File: config.mk
export PLATFORM = sky130hd
export DESIGN_NAME = subword_store_unit
export DESIGN_NICKNAME = d
export VERILOG_FILES = /design/src/rtl/cpu_types_pkg.sv /design/src/rtl/subword_merge.sv /design/src/rtl/subword_store_unit.sv
export SDC_FILE = /design/constraint.sdc
export NUM_CORES = 1
export LEC_CHECK = 0
export ABC_AREA = 0
export BUFFER_PORTS_ARGS = -buffer_cell sky130_fd_sc_hd__buf_2
export CAP_MARGIN = 20
export CORE_MARGIN = 2
export CORE_UTILIZATION = 52
export DETAILED_ROUTE_END_ITERATION = 7
export PLACE_DENSITY = 0.86
export SYNTH_ARGS = -nofsm -noshare
export SYNTH_HDL_FRONTEND = slang
export SYNTH_HIERARCHICAL = 1
export SYNTH_SLANG_ARGS = --single-unit
File: constraint.sdc
create_clock -name CLK -period 5.3 [get_ports CLK]
set_input_delay 0.795 -clock CLK [delete_from_list [all_inputs] [get_ports CLK]]
set_output_delay 0.795 -clock CLK [all_outputs]
set_load 0.02 [all_outputs]
File: src/rtl/cpu_types_pkg.sv
// cpu_types_pkg: shared memory-access size and store-unit state encodings.
package cpu_types_pkg;
  typedef enum logic [1:0] {BYTE = 2'b00, HALF = 2'b01, WORD = 2'b10, RSVD = 2'b11} mem_size_t;
  typedef enum logic [1:0] {IDLE, READ, WRITE, DONE} sws_state_t;
  function automatic logic misaligned(input mem_size_t s, input logic [1:0] off);
    return s == RSVD || (s == HALF && off[0]) || (s == WORD && off != 2'b00);
  endfunction
endpackage

File: src/rtl/subword_merge.sv
// subword_merge: inserts a byte/halfword operand into its lane of an existing word.
module subword_merge
  import cpu_types_pkg::*;
#(
  parameter bit BIG_ENDIAN = 1'b1
) (
  input  logic [31:0] old_word,
  input  logic [31:0] operand,
  input  logic [1:0]  offset,
  input  mem_size_t   size,
  output logic [31:0] merged
);
  logic [1:0] byte_lane;
  logic       half_lane;
  // Physical lane index: big-endian puts offset 0 in the top byte.
  assign byte_lane = BIG_ENDIAN ? ~offset : offset;
  assign half_lane = BIG_ENDIAN ? ~offset[1] : offset[1];
  for (genvar i = 0; i < 4; i++) begin : g_lane
    assign merged[8*i +: 8] = size == WORD ? operand[8*i +: 8] :
                              (size == BYTE && byte_lane == 2'(i)) ? operand[7:0] :
                              (size == HALF && half_lane == 1'(i / 2)) ? operand[8*(i%2) +: 8] :
                              old_word[8*i +: 8];
  end
endmodule

File: src/rtl/subword_store_unit.sv
// subword_store_unit: narrows stores to byte/half via read-modify-write; full words write directly.
module subword_store_unit
  import cpu_types_pkg::*;
#(
  parameter bit BIG_ENDIAN = 1'b1
) (
  input  logic        CLK,
  input  logic        RST,
  input  logic        req,
  input  logic [31:0] addr,
  input  logic [31:0] wdata,
  input  logic [1:0]  size,
  output logic        done,
  output logic        misalign,
  output logic        dmemREN,
  output logic        dmemWEN,
  output logic [31:0] dmemaddr,
  output logic [31:0] dmemstore,
  input  logic [31:0] dmemload,
  input  logic        dhit
);
  sws_state_t  state_q, state_d;
  logic [31:0] addr_q, addr_d, wdata_q, wdata_d, store_q, store_d, merged;
  mem_size_t   size_q, size_d, req_size;
  logic        misalign_q, misalign_d;

  assign req_size = mem_size_t'(size);

  subword_merge #(.BIG_ENDIAN(BIG_ENDIAN)) u_merge (
    .old_word(dmemload),
    .operand (wdata_q),
    .offset  (addr_q[1:0]),
    .size    (size_q),
    .merged  (merged)
  );

  always_comb begin
    state_d    = state_q;
    addr_d     = addr_q;
    wdata_d    = wdata_q;
    size_d     = size_q;
    store_d    = store_q;
    misalign_d = misalign_q;
    case (state_q)
      IDLE: if (req) begin
        addr_d     = addr;
        wdata_d    = wdata;
        size_d     = req_size;
        misalign_d = misaligned(req_size, addr[1:0]);
        store_d    = (req_size == WORD && !misalign_d) ? wdata : store_q;
        state_d    = misalign_d ? DONE : req_size == WORD ? WRITE : READ;
      end
      READ: if (dhit) begin
        store_d = merged;
        state_d = WRITE;
      end
      WRITE:   state_d = dhit ? DONE : WRITE;
      default: state_d = IDLE;
    endcase
  end

  always_ff @(posedge CLK or posedge RST) begin
    if (RST) begin
      state_q    <= IDLE;
      addr_q     <= '0;
      wdata_q    <= '0;
      size_q     <= BYTE;
      store_q    <= '0;
      misalign_q <= 1'b0;
    end else begin
      state_q    <= state_d;
      addr_q     <= addr_d;
      wdata_q    <= wdata_d;
      size_q     <= size_d;
      store_q    <= store_d;
      misalign_q <= misalign_d;
    end
  end

  assign dmemREN   = state_q == READ;
  assign dmemWEN   = state_q == WRITE;
  assign done      = state_q == DONE;
  assign misalign  = misalign_q;
  assign dmemaddr  = {addr_q[31:2], 2'b00};
  assign dmemstore = store_q;
endmodule

## Word-level counts from Yosys, hierarchy flattened

Cells that the tools add are included.

- Word-level logic and storage cells: 64
- Bits in registers: 101
- Output and inout port bits: 68
- Input bits: 102

- Muxes and demuxes: 22
- Bitwise logic cells: 2
- Equality and inequality tests: 14
- Reduce and logical (&&, ||, !) cells: 20

Operators with widths:

| cell | count |
|---|---|
| $mux W32 | 3 |
| $mux W8 | 12 |
| $pmux W32 S2 | 1 |
| $eq A2 B2 Y1 const B | 7 |
| $logic_and A1 B1 Y1 | 9 |
| $eq A2 B1 Y1 const B | 4 |
| $mux W2 | 4 |
| $logic_not A2 Y1 | 3 |
| $pmux W2 S3 | 1 |
| $ne A2 B2 Y1 const B | 2 |
| $reduce_and A2 Y1 | 2 |
| $reduce_and A4 Y1 | 1 |
| $reduce_bool A2 Y1 | 2 |
| $logic_or A1 B1 Y1 | 2 |
| $ne A2 B1 Y1 const B | 1 |
| $not A2 Y2 | 1 |
| $logic_not A1 Y1 | 1 |
| $mux W1 | 1 |
| $not A1 Y1 | 1 |

## Logic depth before layout (Yosys ltp)

- Depth in word-level cells: 9
- Depth in mapped cells: 8
- Mapped depth without buffers: 5

## Hierarchy

Netlist, hierarchy kept.

Modules (own cells, without submodules):

| module | cells an instance | area each (µm²) | instances | seq. area each (µm²) |
|---|---|---|---|---|
| subword_store_unit | 302 | 4505.6 | 1 | 2527.4 |
| subword_merge | 140 | 957.2 | 1 | 0.0 |

## Worst setup path after synthesis

Ideal clock, no wire load.

- Path type: input port to flip-flop
- Start: input port addr[0]
- End: register store_q[10], in the netlist dmemstore[10]
- Path slack: 2.803 ns
- Data required time: 5.175 ns
- Library setup time: 0.125 ns
- Path buffers: 1
- Stages: 4
- Arrival time: 2.372 ns
- Path through: or4b_4 > a2111oi_4 > buf_6 > mux2_2

- Longest elaborated chain between the ends: 7
- Elaborated cells on any way between the ends: 9
- Those cells by class: eq/ne (1); reduce/logical (8)

RTL lines:

| element | RTL line | source |
|---|---|---|
| from (decl) | subword_store_unit.sv:10 | `input logic [31:0] addr,` |
| $reduce_bool A2 Y1 or $logic_and A1 B1 Y1 (tied branches) | cpu_types_pkg.sv:6 | `return s == RSVD \|\| (s == HALF && off[0]) \|\| (s == WORD && off != 2'b00);` |
| $logic_and A1 B1 Y1 or $logic_or A1 B1 Y1 (tied branches) | cpu_types_pkg.sv:6 |  |
| $logic_or A1 B1 Y1 * | cpu_types_pkg.sv:6 |  |
| $logic_not A1 Y1 * | subword_store_unit.sv:50 | `store_d = (req_size == WORD && !misalign_d) ? wdata : store_q;` |
| $logic_and A1 B1 Y1 * | subword_store_unit.sv:50 |  |
| $ne A2 B2 Y1 (no source line) * | - |  |
| $reduce_and A4 Y1 (no source line) * | - |  |
| to (signal assigned) | subword_store_unit.sv:75 | `store_q <= store_d;` |
| to (decl) | subword_store_unit.sv:23 | `logic [31:0] addr_q, addr_d, wdata_q, wdata_d, store_q, store_d, merged;` |

Every way passes the cells marked *; elsewhere a longest branch is shown, timed or not.
A chain may end at the register's enable or synchronous reset.

## Worst setup path after layout

- Start: register size_q[0]
- End: register store_q[6], in the netlist dmemstore[6]

- Longest elaborated chain between the ends: 7
- Elaborated cells on any way between the ends: 10
- Those cells by class: eq/ne (2); mux (5); reduce/logical (3)

RTL lines:

| element | RTL line | source |
|---|---|---|
| from (decl) | subword_store_unit.sv:24 | `mem_size_t size_q, size_d, req_size;` |
| from (signal assigned) | subword_store_unit.sv:74 | `size_q <= size_d;` |
| $eq A2 B1 Y1 | subword_merge.sv:21 | `(size == HALF && half_lane == 1'(i / 2)) ? operand[8*(i%2) +: 8] :` |
| $logic_and A1 B1 Y1 | subword_merge.sv:21 |  |
| $mux W8 | subword_merge.sv:21 |  |
| $mux W8 | subword_merge.sv:20 | `(size == BYTE && byte_lane == 2'(i)) ? operand[7:0] :` |
| $mux W8 * | subword_merge.sv:19 | `assign merged[8*i +: 8] = size == WORD ? operand[8*i +: 8] :` |
| named net merged[6] | subword_store_unit.sv:23 |  |
| $mux W32 * | subword_store_unit.sv:53 | `READ: if (dhit) begin` |
| $pmux W32 S2 * | subword_store_unit.sv:44 | `case (state_q)` |

Mark *: on every way through the listed nets, which the timed path passes. The rest lies on a longest branch. The select of a mux whose other input is x is not followed.

==> impl_metrics.env <==
export IMPL_drtIter0Drc=301
export IMPL_htreeDepth=3
export IMPL_dp_final_hpwl_um=9420
export IMPL_outcome="finished clean"
export IMPL_clk_path_buf_depth=2
export IMPL_grt_busiest_layer="met2"
export IMPL_r2r_slack_ns=2.46
export IMPL_final_layout_size_suffix_gt1_frac=0.598
export IMPL_fin_crit_ns=2.84
export IMPL_antenna_cells=0
export IMPL_crit_top_cell="mux2_1"
export IMPL_initial_core_util=0.532
export IMPL_fin_util=0.614
export IMPL_worstPathRequired_ns=5.57
export IMPL_wire_per_inst_um=18.5
export IMPL_ys_warnings_count=6
export IMPL_num_vias=3973
export IMPL_synth_edf_count=0
export IMPL_postCtsHoldBufs=0
export IMPL_post_cts_resized=0
export IMPL_synth_top_family_by_area="multiplexers"
export IMPL_syn2layout_area_growth_pct=15.5
export IMPL_met1_usage=0.297
export IMPL_nNetsFinal=670
export IMPL_tightest_slew_ns=0.896
export IMPL_synth_seq_cells=101
export IMPL_skew_ns=0.0114
export IMPL_async_reset_ff_frac=1.00
export IMPL_firstDrtPassIters=5
export IMPL_synth_xor_area_share=0
export IMPL_critPathLaunchType="register"
export IMPL_root_buffer="clkbuf_8"
export IMPL_p_per_area_nw_per_um2=674
export IMPL_synthMuxAreaShare=0.315
export IMPL_worstSetupPathType="register to register"
export IMPL_avgSynthCellArea_sq_um=12.4
export IMPL_leakage_nw=2.88
export IMPL_met2_usage=0.375
export IMPL_peakVddDrop_v=0.000412
export IMPL_endpoint_kind="register"
export IMPL_hold_viol_final=0
export IMPL_grt_max_degree=70
export IMPL_path_cells="buf_4 -> nand2b_1 -> o31ai_4 -> mux2_1 -> mux2_2 -> mux2_1"
export IMPL_slew_headroom=0.403
export IMPL_reg2reg_depth=6
export IMPL_fmax_mhz=352
export IMPL_insertion_delay_ns=0.38
export IMPL_ioPinCount=170
export IMPL_grt_util_all_layers=0.237
export IMPL_synth_adder_area_share=0.00916
export IMPL_rsz0062_at_grt="no"
export IMPL_grt_overflow_total=0
export IMPL_slowest_stage="dfrtp_1"
export IMPL_grtUsageMet3=0.0797
export IMPL_ys_flop_type="dfrtp_1"
export IMPL_final_setup_viol_count=0
export IMPL_yosys_top_cells_count="mux2_2 (142), dfrtp_1 (101), buf_4 (36)"
export IMPL_syn_cell_area_sq_um=5460
export IMPL_slew_viol_final=0
export IMPL_min_path_cells=1
export IMPL_synth_compound_area_share=0.0976
export IMPL_arrival_ns=3.11
export IMPL_grt_pass1_wl_um=20900
export IMPL_cts_tree="built"
export IMPL_seq_area_frac_synth=0.463
export IMPL_yosys_area_share_simple=0.0321
export IMPL_slowest_delay_ns=0.62
export IMPL_syn_inst=442
export IMPL_route_detailed_drc=0
export IMPL_n_fill_cell=859
export IMPL_netlist_area_leader_share=0.463
export IMPL_io_buffers=167
export IMPL_synth_top_area_cell="dfrtp_1"
export IMPL_finalCritPeriodShare=0.537
export IMPL_cts_sinks=101
export IMPL_core_sq_um=10300
export IMPL_min_delay_path_class="register to register"
export IMPL_rows=37
export IMPL_cap_violations=0
export IMPL_drt_total_wl_um=13000
export IMPL_fin_setup_tns_ns=0
export IMPL_synth_most_common_cell="mux2_2"
export IMPL_cts_clk_slew_worst_paths_ns=0.10
export IMPL_antenna_found_initial=2
export IMPL_post_cts_buffers=0
export IMPL_die_x_um=106
export IMPL_cts_made_buffers=9
export IMPL_dieArea_sq_um=11300
export IMPL_ant_nets=0
export IMPL_routabilityCongestion=0.893
export IMPL_synth_area_leaders="dfrtp_1 (46%), mux2_2 (29%), buf_4 (4.9%), o22ai_1 (2.7%), mux2i_1 (1.6%)"
export IMPL_synth_distinct_cells=37
export IMPL_die_h_um=106
export IMPL_vias_per_cell=5.64
export IMPL_critPathMaxFanout=22
export IMPL_grt_pass1_vias=4155
metrics by stage:
| stage | hold slack, ns | std cells | total power [mW] | cell area (sq um) | worst slack, ns |
|---|---|---|---|---|---|
| finish | 0.508 | 705 | 4.25 | 6310 | 2.46 |
| global route | 0.531 | 705 | 4.51 | 6310 | 2.31 |
| CTS | 0.511 | 705 | 4.26 | 6310 | 2.47 |
| detailed placement | 0.480 | 689 | 3.75 | 6110 | 2.48 |
| global placement | 0.461 | 689 | 3.65 | 6110 | 2.54 |
| floorplan | 0.475 | 443 | 3.34 | 5470 | 1.86 |
report_power, final:
part	internal, mW	leakage (nW)	switching [mW]
registers	1.17	1.19	0.320
logic	1.08	1.60	1.18
clock network	0.229	0.0943	0.273
final cells by class:
class / count / area, sq um / share of cell area
Clock buffer: 10 / 138 / 0.0218
Clock inverter: 6 / 62.6 / 0.00992
Inverter: 13 / 51.3 / 0.00813
Multi-Input combinational cell: 268 / 2490 / 0.395
Sequential cell: 101 / 2530 / 0.401
Tap cell: 136 / 170 / 0.0270
Timing Repair Buffer: 171 / 866 / 0.137
kinds of logic (layout without fill, tap and decap cells):
| logic type | count (synthesis) | in the layout |
|---|---|---|
| buffers and inverters | 74 | 200 |
| DFF | 101 | 101 |
| other | 1 | 2 |
| adders and majority gates | 4 | 4 |
| and+or+nand+nor | 33 | 33 |
| muxes | 154 | 154 |
| AOI/OAI and AO/OA | 75 | 75 |
final timing paths:
check | start | end
worst max-delay path | size_q[0] | dmemstore[6]
worst min-delay path | addr_q[12] | addr_q[12]
worst max register to register | size_q[0] | dmemstore[6]
worst min register to register | addr_q[12] | addr_q[12]
max in group asynchronous | RST | wdata_q[16]
min in group asynchronous | RST | addr_q[11]
flip-flops by register name, indices dropped and copies added (netlist names):
register and count:
wdata_q 32, addr_q 32, state_q 2, misalign 1
dmemstore 32, size_q 2
layer usage:
layer	part of all wire	vias to the layer above
met5	0.0015	-
met4	0.022	2
met3	0.087	25
met2	0.48	172
met1	0.41	1937
li1	-	1837
cell usage in the layout, fill, tap and decap left out, types with 2 or more instances in the layout:
| cell | count |
|---|---|
| a221oi_1 | 8 |
| buf_2 | 167 |
| ha_1 | 3 |
| inv_1 | 11 |
| dfrtp_1 | 101 |
| nand2_1 | 2 |
| clkinvlp_4 | 3 |
| mux2_1 | 3 |
| a31oi_1 | 8 |
| o22ai_1 | 24 |
| o21ai_0 | 9 |
| nor2_1 | 10 |
| buf_4 | 4 |
| o2bb2ai_1 | 3 |
| mux2_2 | 142 |
| a21oi_1 | 10 |
| nand3_1 | 8 |
| clkinv_2 | 2 |
| or2_2 | 2 |
| conb_1 | 2 |
| clkbuf_8 | 10 |
| o221ai_1 | 8 |
| nor2b_1 | 2 |
| mux2i_1 | 9 |
| nand2b_1 | 2 |
critical path: cells and delay by family, from the launching register on:
family | cells | cell delay, ns
buffers and inverters | 1 | 0.35
AND/OR/NAND/NOR | 1 | 0.55
flip-flops | 1 | 0.62
AO/OA/AOI/OAI | 1 | 0.29
multiplexers | 3 | 0.92
Note: power is estimated with default switching activity, not from simulation.
